===== src/rtl/rf_writeback_unit.sv =====
// Writeback arbiter for the 2r1w register file: round-robin merge of the ALU and
// mul/load writeback streams, a one-entry write stage, and a pending-write scoreboard.
module rf_writeback_unit #(
  parameter  int p_data_nbits  = 32,
  parameter  int p_num_entries = 32,
  localparam int c_addr_nbits  = $clog2(p_num_entries)
) (
  input  logic                    clk,
  input  logic                    reset,

  input  logic                    issue_en,
  input  logic [c_addr_nbits-1:0] issue_addr,

  input  logic                    wb0_val,
  output logic                    wb0_rdy,
  input  logic [c_addr_nbits-1:0] wb0_addr,
  input  logic [p_data_nbits-1:0] wb0_data,

  input  logic                    wb1_val,
  output logic                    wb1_rdy,
  input  logic [c_addr_nbits-1:0] wb1_addr,
  input  logic [p_data_nbits-1:0] wb1_data,

  output logic                    wr_en,
  output logic [c_addr_nbits-1:0] wr_addr,
  output logic [p_data_nbits-1:0] wr_data,

  input  logic [c_addr_nbits-1:0] rs0_addr,
  output logic                    rs0_busy,
  output logic                    rs0_byp_val,
  output logic [p_data_nbits-1:0] rs0_byp_data,

  input  logic [c_addr_nbits-1:0] rs1_addr,
  output logic                    rs1_busy,
  output logic                    rs1_byp_val,
  output logic [p_data_nbits-1:0] rs1_byp_data
);

  logic                     last_grant_q;
  logic                     last_grant_d;
  logic                     wr_en_q;
  logic                     wr_en_d;
  logic [c_addr_nbits-1:0]  wr_addr_q;
  logic [c_addr_nbits-1:0]  wr_addr_d;
  logic [p_data_nbits-1:0]  wr_data_q;
  logic [p_data_nbits-1:0]  wr_data_d;
  logic [p_num_entries-1:0] pending_q;
  logic [p_num_entries-1:0] pending_d;

  logic                     grant0;
  logic                     grant1;
  logic                     fire;
  logic [c_addr_nbits-1:0]  sel_addr;
  logic [p_data_nbits-1:0]  sel_data;

  // On contention the port that did not win last time is granted; nothing is
  // accepted while reset is held.
  always_comb begin
    grant0 = 1'b0;
    grant1 = 1'b0;
    if (!reset) begin
      grant0 = wb0_val && (!wb1_val || last_grant_q);
      grant1 = wb1_val && (!wb0_val || !last_grant_q);
    end
  end

  assign wb0_rdy  = grant0;
  assign wb1_rdy  = grant1;
  assign fire     = grant0 || grant1;
  assign sel_addr = grant1 ? wb1_addr : wb0_addr;
  assign sel_data = grant1 ? wb1_data : wb0_data;

  // A write to r0 still completes the handshake but leaves the write stage
  // untouched, so wr_addr/wr_data only change alongside a real write.
  always_comb begin
    last_grant_d = last_grant_q;
    wr_en_d      = 1'b0;
    wr_addr_d    = wr_addr_q;
    wr_data_d    = wr_data_q;
    if (fire) begin
      last_grant_d = grant1;
      if (sel_addr != '0) begin
        wr_en_d   = 1'b1;
        wr_addr_d = sel_addr;
        wr_data_d = sel_data;
      end
    end
  end

  // Retire the registered write, then apply a new issue so set wins a tie.
  always_comb begin
    pending_d = pending_q;
    for (int i = 0; i < p_num_entries; i++) begin
      if (wr_en_q && wr_addr_q == c_addr_nbits'(i)) begin
        pending_d[i] = 1'b0;
      end
      if (issue_en && issue_addr == c_addr_nbits'(i) && i != 0) begin
        pending_d[i] = 1'b1;
      end
    end
  end

  always_ff @(posedge clk) begin
    if (reset) begin
      last_grant_q <= 1'b1;
      wr_en_q      <= 1'b0;
      wr_addr_q    <= '0;
      wr_data_q    <= '0;
      pending_q    <= '0;
    end else begin
      last_grant_q <= last_grant_d;
      wr_en_q      <= wr_en_d;
      wr_addr_q    <= wr_addr_d;
      wr_data_q    <= wr_data_d;
      pending_q    <= pending_d;
    end
  end

  assign wr_en   = wr_en_q;
  assign wr_addr = wr_addr_q;
  assign wr_data = wr_data_q;

  // The write being presented this cycle is forwarded; r0 never bypasses.
  always_comb begin
    rs0_byp_val  = wr_en_q && wr_addr_q == rs0_addr && rs0_addr != '0;
    rs1_byp_val  = wr_en_q && wr_addr_q == rs1_addr && rs1_addr != '0;
    rs0_byp_data = wr_data_q;
    rs1_byp_data = wr_data_q;
    rs0_busy     = pending_q[rs0_addr] && !rs0_byp_val;
    rs1_busy     = pending_q[rs1_addr] && !rs1_byp_val;
  end

  always @(posedge clk) begin
    if (!reset) begin
      assert (!$isunknown(wb0_val)) else $error("wb0_val is X");
      assert (!$isunknown(wb1_val)) else $error("wb1_val is X");
      assert (!$isunknown(issue_en)) else $error("issue_en is X");
      if (issue_en) begin
        assert (int'(issue_addr) < p_num_entries) else $error("issue_addr out of range");
      end
      if (wb0_val) begin
        assert (int'(wb0_addr) < p_num_entries) else $error("wb0_addr out of range");
      end
      if (wb1_val) begin
        assert (int'(wb1_addr) < p_num_entries) else $error("wb1_addr out of range");
      end
    end
  end

endmodule


===== config.mk =====
export PLATFORM = sky130hd
export DESIGN_NAME = rf_writeback_unit
export DESIGN_NICKNAME = d
export VERILOG_FILES = /design/src/rtl/rf_writeback_unit.sv
export SDC_FILE = /design/constraint.sdc
export NUM_CORES = 1
export LEC_CHECK = 0
export BUFFER_PORTS_ARGS = -buffer_cell sky130_fd_sc_hd__buf_4
export CAP_MARGIN = 5
export CELL_PAD_IN_SITES_DETAIL_PLACEMENT = 0
export CELL_PAD_IN_SITES_GLOBAL_PLACEMENT = 2
export CORE_MARGIN = 1.5
export CORE_UTILIZATION = 23
export DETAILED_ROUTE_END_ITERATION = 8
export PLACE_DENSITY = 0.78
export SYNTH_ARGS = -nofsm -noshare
export SYNTH_HDL_FRONTEND = slang
export SYNTH_SLANG_ARGS = --single-unit

===== constraint.sdc =====
create_clock -name clk -period 1.47 [get_ports clk]
set_input_delay 0.0735 -clock clk [delete_from_list [all_inputs] [get_ports clk]]
set_output_delay 0.0735 -clock clk [all_outputs]
set_load 0.1 [all_outputs]

==> results of run 1 <==
==> stage by stage <==
stage | setup TNS (ns) | hold slack, ns | instance area (um^2)
final | -1.76 | 0.0256 | 7320
after global routing | -4.02 | 0.0216 | 7320
after CTS | -4.06 | 0.00900 | 7300
after detailed placement | -11.09 | 0.351 | 6330
after global placement | -9.69 | 0.331 | 6330
after floorplan | -8.99 | 0.211 | 4840
==> kinds of logic (layout without fill, tap and decap cells) <==
kind of cell / count (synthesis) / after routing / synth area share [%]
flip-flops: 70 / 70 / 31.7
buffers and inverters: 107 / 298 / 15.5
AO/OA/AOI/OAI: 110 / 110 / 20.7
multiplexers: 26 / 26 / 8.83
AND/OR/NAND/NOR: 216 / 216 / 21.7
XOR/XNOR: 8 / 8 / 1.59
==> power by group through the flow <==
stage / clock network, uW / registers (uW) / logic (uW)
final: 2530 / 2160 / 3380
after global routing: 2670 / 2180 / 3510
after CTS: 2590 / 2160 / 3410
after detailed placement: 0 / 2200 / 3150
after global placement: 0 / 2190 / 3140
after floorplan: 0 / 2740 / 2000
==> layout make-up <==
type	instances	share of cell area (%)
well taps	234	4.00
repair buffers	278	33.7
clock inverters	4	1.03
inverters	4	0.325
multi-input cells	360	37.5
clock buffers	12	3.79
flip-flops and latches	70	19.6
==> sequential cells by signal, summed over array words and instances, names as in the netlist <==
register and count:
rs0_byp_data 32, pending_q 31, wr_addr 5, last_grant_q 1, wr_en 1
==> critical path: stages, from the launching register on <==
cell and delay (ns):
dfxtp_2 0.33, mux4_2 0.24, nor2_1 0.04, or4_4 0.54, a21oi_4 0.16, buf_12 0.19
==> per-layer routing <==
| layer | vias to the layer above | wire [um] | global-route usage [%] |
|---|---|---|---|
| met3 | 11 | 1100 | 3.68 |
| met1 | 2177 | 6820 | 19.8 |
| met5 | - | 0 | 0 |
| li1 | 2196 | - | - |
| met2 | 168 | 8330 | 29.2 |
| met4 | 0 | 163 | 4.45 |
==> Yosys cell counts, types with 3 or more instances <==
master	n
or4_1	3
nor4_1	4
inv_1	3
a311oi_2	33
nor3b_1	7
mux2_2	4
o21ai_0	32
nand4_1	4
buf_6	5
buf_2	6
mux2i_1	12
nand2_1	112
nand3_1	6
buf_4	64
a21oi_1	35
nand4b_1	3
nor3_1	8
dfxtp_1	70
nor2_1	50
clkbuf_1	26
nand2b_1	9
nor2b_1	4
xor2_1	6
mux4_2	10
a2bb2oi_1	3
==> worst paths after layout <==
path | start | end | slack [ns]
worst max-delay path | pending_q[28] | rs1_busy | -0.44
worst min register to register | pending_q[28] | pending_q[28] | 0.49
worst max register to register | last_grant_q | rs0_byp_data[19] | -0.09
worst min-delay path | wb1_data[30] | rs0_byp_data[30] | 0.03
==> repair_timing <==
item                                    CTS  global route
resized for setup                        72            35
buffers inserted                         19             9
endpoints found under the hold margin     1             0
endpoints found under the setup margin   39            65
hold buffers                              2             0
cloned                                    7             1
pin swaps                                22            37
==> flow_metrics.py, run 1 <==
metrics = {
    "final_layout": {
        "fillers": 1938,
        "drive_above_1_share_pct": 57.6,
        "final_cell_mix": "buf_4, nand2_1, dfxtp_1, nor2_4, a311oi_2",
        "syn_to_final_growth_pct": 65.6,
        "final_cells": 962,
        "regArea_mm2": 0.00144,
        "layout_commonest_cell": "buf_4",
        "nets": 817,
        "multi_input_area_mm2": 0.00275,
        "n_antenna_cell": 0,
        "utilization_pct": 39.0,
    },
    "floorplan": {
        "die_w_um": 142,
        "die_area_mm2": 0.0201,
        "rows": 50,
        "core_mm2": 0.0188,
        "initial_core_util_pct": 23.5,
        "die_h_um": 142,
        "io_pins": 202,
    },
    "synthesis": {
        "synth.area.top_cells": "dfxtp_1, a311oi_2, buf_4",
        "synthArstFlopShare_pct": 0,
        "synth_seq_cells": 70,
        "synth_top_cell_area_share_pct": 31.7,
        "syn_area_mm2": 0.00442,
        "syn_nets": 631,
        "synthDistinctLibCells": 38,
        "avgSynthCellArea_um2": 8.23,
        "seq_area_frac_synth_pct": 31.7,
        "synthCells": 537,
        "ys.flop_type": "dfxtp_1",
        "ys_warn_count": 0,
        "synth_edf_count": 0,
        "synth_top_area_cell": "dfxtp_1",
    },
    "hold_path": {
        "hp-class": "in -> reg",
        "worstHoldPathCells": 3,
    },
    "clock_network": {
        "clk_latency_ns": 0.34,
        "cts_max_path_buffers": 2,
        "cts_tree": "yes",
        "cts_made_buffers": 9,
        "cts_sinks": 70,
        "htreeDepth": 3,
        "path_clk_slew_ns": 0.06,
        "root_buffer": "clkbuf_16",
    },
    "timing": {
        "report.final.hold_viol_count": 0,
        "finalClockSkew_ns": 0.00567,
        "final.min_clock_period_ns": 1.91,
        "worst_pin_slew_ns": 0.567,
        "rsz0062_at_grt": "yes",
        "slew_violations": 0,
        "max_freq_mhz": 523,
        "relSlewSlack_pct": 62.2,
        "setup_viol": 20,
        "min_period_over_period_pct": 130,
        "fin_ws_ns": -0.442,
    },
    "setup_path": {
        "critPathKind": "reg -> out",
        "startpoint_type": "flip-flop",
        "rr_worst_depth": 7,
        "critical_path_arrival_ns": 1.84,
        "required_ns": 1.40,
        "cp_max_fo": 3,
        "critical_path.endpoint_type": "primary output",
    },
    "global_routing": {
        "grt.total_usage_pct": 16.4,
        "grt_overflow": 0,
        "grt_antenna_before_repair": 0,
        "grt_pass1_wl_um": 25300,
        "grt_start_max_net_pins": 37,
        "first_global_vias": 4606,
    },
    "flow_run": {
        "drv_cap": 0,
    },
    "run_status": {
        "status": "finished, violations left",
        "violations": "negative setup slack",
    },
    "placed_design": {
        "pre_cts_slack_ns": -0.323,
        "dp.cells": 918,
        "hpwl_um": 12100,
        "io_buffers": 201,
        "gp_congestion": 0.810,
    },
    "pwr": {
        "power.internal_uw": 4670,
        "clockPowerShare_pct": 31.4,
        "power.switching_uw": 3400,
        "p_total_uw": 8080,
        "leakagePower_uw": 0.00305,
        "switching_share_pct": 42.1,
        "powerDensity_mw_per_mm2": 1100,
        "comb_power_share_pct": 41.9,
        "ir_drop_uv": 555,
        "power_frac_seq_pct": 26.8,
    },
    "route": {
        "drt_wl_total_um": 16400,
        "drcViolationCount": 0,
        "wl_per_cell_um": 17.1,
        "vias": 4552,
        "via_per_inst": 4.73,
        "first_pass_iters": 4,
        "drtIter0Drc": 275,
        "postRouteAntennaNets": 0,
    },
}
No activity file was read; power rests on OpenSTA's default activity.
==> run 2: changes to the inputs <==
--- a/config.mk
+++ b/config.mk
@@ -10,9 +10,10 @@
 export CELL_PAD_IN_SITES_DETAIL_PLACEMENT = 0
 export CELL_PAD_IN_SITES_GLOBAL_PLACEMENT = 2
 export CORE_MARGIN = 1.5
-export CORE_UTILIZATION = 23
+export CORE_UTILIZATION = 28
 export DETAILED_ROUTE_END_ITERATION = 8
-export PLACE_DENSITY = 0.78
+export PLACE_DENSITY = 0.89
+export SKIP_CTS_REPAIR_TIMING = 1
 export SYNTH_ARGS = -nofsm -noshare
 export SYNTH_HDL_FRONTEND = slang
 export SYNTH_SLANG_ARGS = --single-unit
==> constraint.sdc (replaced) <==
create_clock -name clk -period 2.35 [get_ports clk]
set_input_delay 0.1175 -clock clk [delete_from_list [all_inputs] [get_ports clk]]
set_output_delay 0.1175 -clock clk [all_outputs]
set_load 0.1 [all_outputs]
==> run 2 against run 1 <==
Against the previous run: the flow now finishes without violations; global-route usage rose by 1.3 points; critical path depth rose by 1; hold slack improved by 0.045 ns; first-iteration DRC count grew 8.7%; wire length shrank 9.7%; register-to-register slack improved by 0.75 ns; clock skew down 0.0014 ns; total power shrank 47%; sequential share of layout area grew 4.3 points; critical endpoint is now rs0_busy; highest routed layer unchanged.
==> flow_metrics.py, run 2 (same netlist as run 1, synthesis figures left out) <==
metrics = {
    "pwr": {
        "leakagePower_uw": 0.00243,
        "ir_drop_uv": 348,
        "powerDensity_mw_per_mm2": 732,
        "p_total_uw": 4310,
    },
    "timing": {
        "relSlewSlack_pct": 48.9,
        "min_period_over_period_pct": 89.7,
        "final.min_clock_period_ns": 2.11,
        "fin_ws_ns": 0.241,
        "slew_violations": 0,
        "report.final.hold_viol_count": 0,
        "max_freq_mhz": 474,
        "finalClockSkew_ns": 0.00424,
        "whs_ns": 0.0703,
        "worst_pin_slew_ns": 0.765,
        "setup_viol": 0,
        "rsz0062_at_grt": "no",
    },
    "run_status": {
        "status": "finished clean",
    },
    "final_layout": {
        "syn_to_final_growth_pct": 33.1,
        "largest_reg_flops": 32,
        "final_cell_mix": "buf_4, nand2_1, dfxtp_1, nor2_1",
        "final_cells": 864,
        "nets": 747,
        "drive_above_1_share_pct": 42.3,
        "n_antenna_cell": 0,
        "final_area_mm2": 0.00588,
        "layout_commonest_cell": "buf_4",
    },
    "route": {
        "via_per_inst": 4.93,
        "postRouteAntennaNets": 0,
        "drcViolationCount": 0,
        "drtIter0Drc": 299,
        "first_pass_iters": 4,
        "drt_wl_total_um": 14800,
        "vias": 4259,
        "wl_per_cell_um": 17.1,
    },
    "placed_design": {
        "gp_congestion": 0.814,
        "dp.cells": 853,
        "pre_cts_slack_ns": 0.442,
        "place_area_mm2": 0.00565,
        "hpwl_um": 11300,
        "io_buffers": 201,
    },
    "clock_network": {
        "clk_latency_ns": 0.33,
        "cts_tree": "yes",
        "cts_made_buffers": 9,
        "cts_sinks": 70,
        "root_buffer": "clkbuf_16",
        "cts_max_path_buffers": 2,
        "path_clk_slew_ns": 0.05,
        "htreeDepth": 3,
    },
    "setup_path": {
        "required_ns": 2.23,
        "critical_path_arrival_ns": 1.99,
        "critical_path.endpoint_type": "primary output",
        "startpoint_type": "flip-flop",
        "critPathKind": "reg -> out",
        "cp_max_fo": 3,
    },
    "floorplan": {
        "die_h_um": 129,
        "rows": 45,
        "io_pins": 202,
        "core_mm2": 0.0153,
        "initial_core_util_pct": 28.9,
        "die_w_um": 129,
        "die_area_mm2": 0.0165,
    },
    "hold_path": {
        "hp-class": "in -> reg",
    },
    "flow_run": {
        "drv_cap": 0,
    },
    "global_routing": {
        "first_global_vias": 3999,
        "grt_overflow": 0,
        "grt_pass1_wl_um": 22600,
        "grt_start_max_net_pins": 40,
        "grt_antenna_before_repair": 0,
        "grt.total_usage_pct": 17.7,
    },
}
[run 2: path summary, 6_finish.rpt]
check / startpoint / endpoint / slack, ns / cells after the start
worst max-delay path: pending_q[25] / rs0_busy / 0.24 / 6
worst min-delay path: wb1_val / last_grant_q / 0.07 / 3
worst max register to register: last_grant_q / wr_addr[0] / 0.66 / 6
worst min register to register: pending_q[6] / pending_q[6] / 0.49 / 2
[run 2: area by class of cell]
type / count / area [um^2]
repair buffers: 208 / 1590
inverters: 4 / 15.0
clock buffers: 11 / 233
flip-flops and latches: 70 / 1410
multi-input cells: 360 / 2370
fillers: 1582 / 9430
well taps: 211 / 264
[run 2: critical path, stage by stage (launching register included)]
cell	delay, ns
dfxtp_1	0.37
mux2i_1	0.09
nand4b_1	0.09
nand3_1	0.08
or4_1	0.54
a21oi_2	0.18
buf_4	0.31
[run 2: power by group]
| part | switching [uW] | internal (uW) |
|---|---|---|
| Combinational | 1400 | 426 |
| Clock | 457 | 684 |
| Sequential | 85.5 | 1250 |
| Total | 1950 | 2360 |
[run 2: through the flow]
stage | TNS [ns] | utilization, %
floorplan | -0.181 | -
global placement | 0 | 36.9
detailed placement | 0 | 36.9
CTS | 0 | 38.4
global route | 0 | 38.4
finish | 0 | 38.4
[run 2: routing by layer]
metal | wire, um | vias to the layer above | global-route usage, % | share of wire, %
li1 | - | 2044 | - | -
met4 | 289 | 0 | 6.61 | 2.0
met3 | 792 | 21 | 2.16 | 5.3
met1 | 6330 | 2036 | 22.6 | 43
met2 | 7410 | 158 | 30.7 | 50
met5 | 0 | - | 0 | 0
==> run 3: changes to the inputs <==
--- a/config.mk
+++ b/config.mk
@@ -5,6 +5,8 @@
 export SDC_FILE = /design/constraint.sdc
 export NUM_CORES = 1
 export LEC_CHECK = 0
+export ABC_AREA = 0
+export ABC_CLOCK_PERIOD_IN_PS = 2350
 export BUFFER_PORTS_ARGS = -buffer_cell sky130_fd_sc_hd__buf_4
 export CAP_MARGIN = 5
 export CELL_PAD_IN_SITES_DETAIL_PLACEMENT = 0
==> constraint.sdc (replaced) <==
create_clock -name clk -period 2.35 [get_ports clk]
set_input_delay 0.47 -clock clk [delete_from_list [all_inputs] [get_ports clk]]
set_output_delay 0.47 -clock clk [all_outputs]
set_load 0.1 [all_outputs]
==> run 3 against run 2 <==
Against the previous run: maximum frequency down 8.7%; clock skew increased by 0.012 ns; highest routed layer unchanged; setup slack worse by 0.20 ns; register-to-register slack worse by 0.17 ns; hold slack better by 0.33 ns; sequential power hardly changed.
==> flow_metrics.py, run 3 (same netlist as run 1, synthesis figures left out) <==
metrics = {
    "setup_path": {
        "crit_slowest_cell": "or4_4",
        "critical_path.endpoint_type": "primary output",
        "cp_cell_sequence": "mux4_2 > nor3b_1 > or4_4 > a21oi_4 > buf_12",
        "critical_path_arrival_ns": 1.84,
        "cp_max_fo": 3,
        "required_ns": 1.88,
        "critPathKind": "reg -> out",
        "critPathMaxStageDelay_ns": 0.53,
        "regToRegStartpoint": "last_grant_q",
        "startpoint": "pending_q[20]",
        "startpoint_type": "flip-flop",
    },
    "timing": {
        "relSlewSlack_pct": 45.3,
        "max_freq_mhz": 433,
        "slew_violations": 0,
        "rsz0062_at_grt": "yes",
        "setup_viol": 0,
        "finalClockSkew_ns": 0.0158,
        "final.min_clock_period_ns": 2.31,
        "worst_pin_slew_ns": 0.819,
        "tns_ns": 0,
        "report.final.hold_viol_count": 0,
        "min_period_over_period_pct": 98.3,
    },
    "final_layout": {
        "final_cells": 882,
        "largest_reg_flops": 32,
        "final_area_mm2": 0.00614,
        "syn_to_final_growth_pct": 39.0,
        "nets": 760,
        "drive_above_1_share_pct": 46.3,
        "utilization_pct": 40.1,
        "final_cell_mix": "buf_4, nand2_1, dfxtp_1, nor2_1",
        "n_antenna_cell": 0,
        "layout_commonest_cell": "buf_4",
    },
    "floorplan": {
        "die_w_um": 129,
        "io_pins": 202,
        "core_mm2": 0.0153,
        "rows": 45,
        "initial_core_util_pct": 28.9,
        "die_area_mm2": 0.0165,
        "die_h_um": 129,
    },
    "global_routing": {
        "first_global_vias": 4087,
        "grt.total_usage_pct": 16.9,
        "grt_start_max_net_pins": 60,
        "grt_pass1_wl_um": 21700,
        "grt_antenna_before_repair": 0,
        "grt_overflow": 0,
    },
    "pwr": {
        "comb_power_share_pct": 40.3,
        "power_frac_seq_pct": 29.0,
        "powerDensity_mw_per_mm2": 749,
        "power.switching_uw": 2020,
        "clockPowerShare_pct": 30.8,
        "ir_drop_uv": 388,
        "switching_share_pct": 43.9,
        "leakagePower_uw": 0.00255,
        "power.internal_uw": 2580,
    },
    "route": {
        "via_per_inst": 4.87,
        "vias": 4293,
        "first_pass_iters": 5,
        "drt_wl_total_um": 14200,
        "drtIter0Drc": 252,
        "drcViolationCount": 0,
        "postRouteAntennaNets": 0,
        "wl_per_cell_um": 16.1,
    },
    "clock_network": {
        "cts_sinks": 70,
        "root_buffer": "clkbuf_16",
        "clk_latency_ns": 0.34,
        "cts_max_path_buffers": 2,
        "htreeDepth": 3,
        "cts_made_buffers": 9,
        "path_clk_slew_ns": 0.07,
        "cts_tree": "yes",
    },
    "placed_design": {
        "dp.cells": 866,
        "hpwl_um": 10800,
        "gp_congestion": 0.852,
        "place_area_mm2": 0.00576,
        "io_buffers": 201,
    },
    "flow_run": {
        "drv_cap": 0,
    },
    "run_status": {
        "status": "finished clean",
    },
    "hold_path": {
        "min-delay-start": "reset",
        "hp-class": "in -> reg",
    },
}
-- run 3: cell types whose count changed in the layout (fill, tap and decap cells not counted), moves of 2 or more --
cell / delta
dfxtp_2: +7
or4_1: -2
or4_4: +2
buf_4: +8
dfxtp_1: -12
dfxtp_4: +5
buf_6: +4
clkbuf_8: +2
-- run 3: layout make-up --
cell class | instances | area (um^2)
fill | 1551 | 9170
clock inverter | 3 | 43.8
timing repair buffer | 221 | 1710
inverter | 4 | 15.0
tap | 211 | 264
sequential | 70 | 1440
multi-input combinational | 360 | 2410
clock buffer | 13 | 260
-- run 3: worst paths after layout --
path,end,slack [ns],depth (start not counted)
worst max-delay path,rs0_busy,0.04,5
worst min-delay path,last_grant_q,0.40,2
worst max register to register,rs0_byp_data[20],0.49,7
worst min register to register,pending_q[21],0.49,2
-- run 3: through the flow --
step / power, uW / hold WS [ns] / setup slack [ns]
detailed placement: 3200 / 0.490 / -0.160
finish: 4600 / 0.396 / 0.0399
floorplan: 2870 / 0.457 / -0.200
global placement: 3190 / 0.486 / -0.152
global route: 4750 / 0.408 / -0.0168
CTS: 4610 / 0.391 / -0.194
-- run 3: power by group through the flow --
stage               registers [uW]  clock network [uW]  logic, uW
floorplan                     1690                   0       1180
global route                  1340                1490       1910
finish                        1330                1420       1850
detailed placement            1360                   0       1840
CTS                           1330                1440       1840
global placement              1350                   0       1830
-- run 3: critical path, delay by kind of cell (launching register included) --
family                 cells  cell delay, ns
AO/OA/AOI/OAI              1            0.16
buffers and inverters      1            0.19
flip-flops                 1            0.34
multiplexers               1            0.24
AND/OR/NAND/NOR            2            0.58
-- run 3: routing by layer --
layer	wire, um	up-vias	GRT usage (%)	part of all wire [%]
li1	-	2068	-	-
met1	6310	2071	22.4	44
met2	6900	142	28.2	49
met3	839	12	3.20	5.9
met4	144	0	4.69	1.0
met5	0	-	0	0
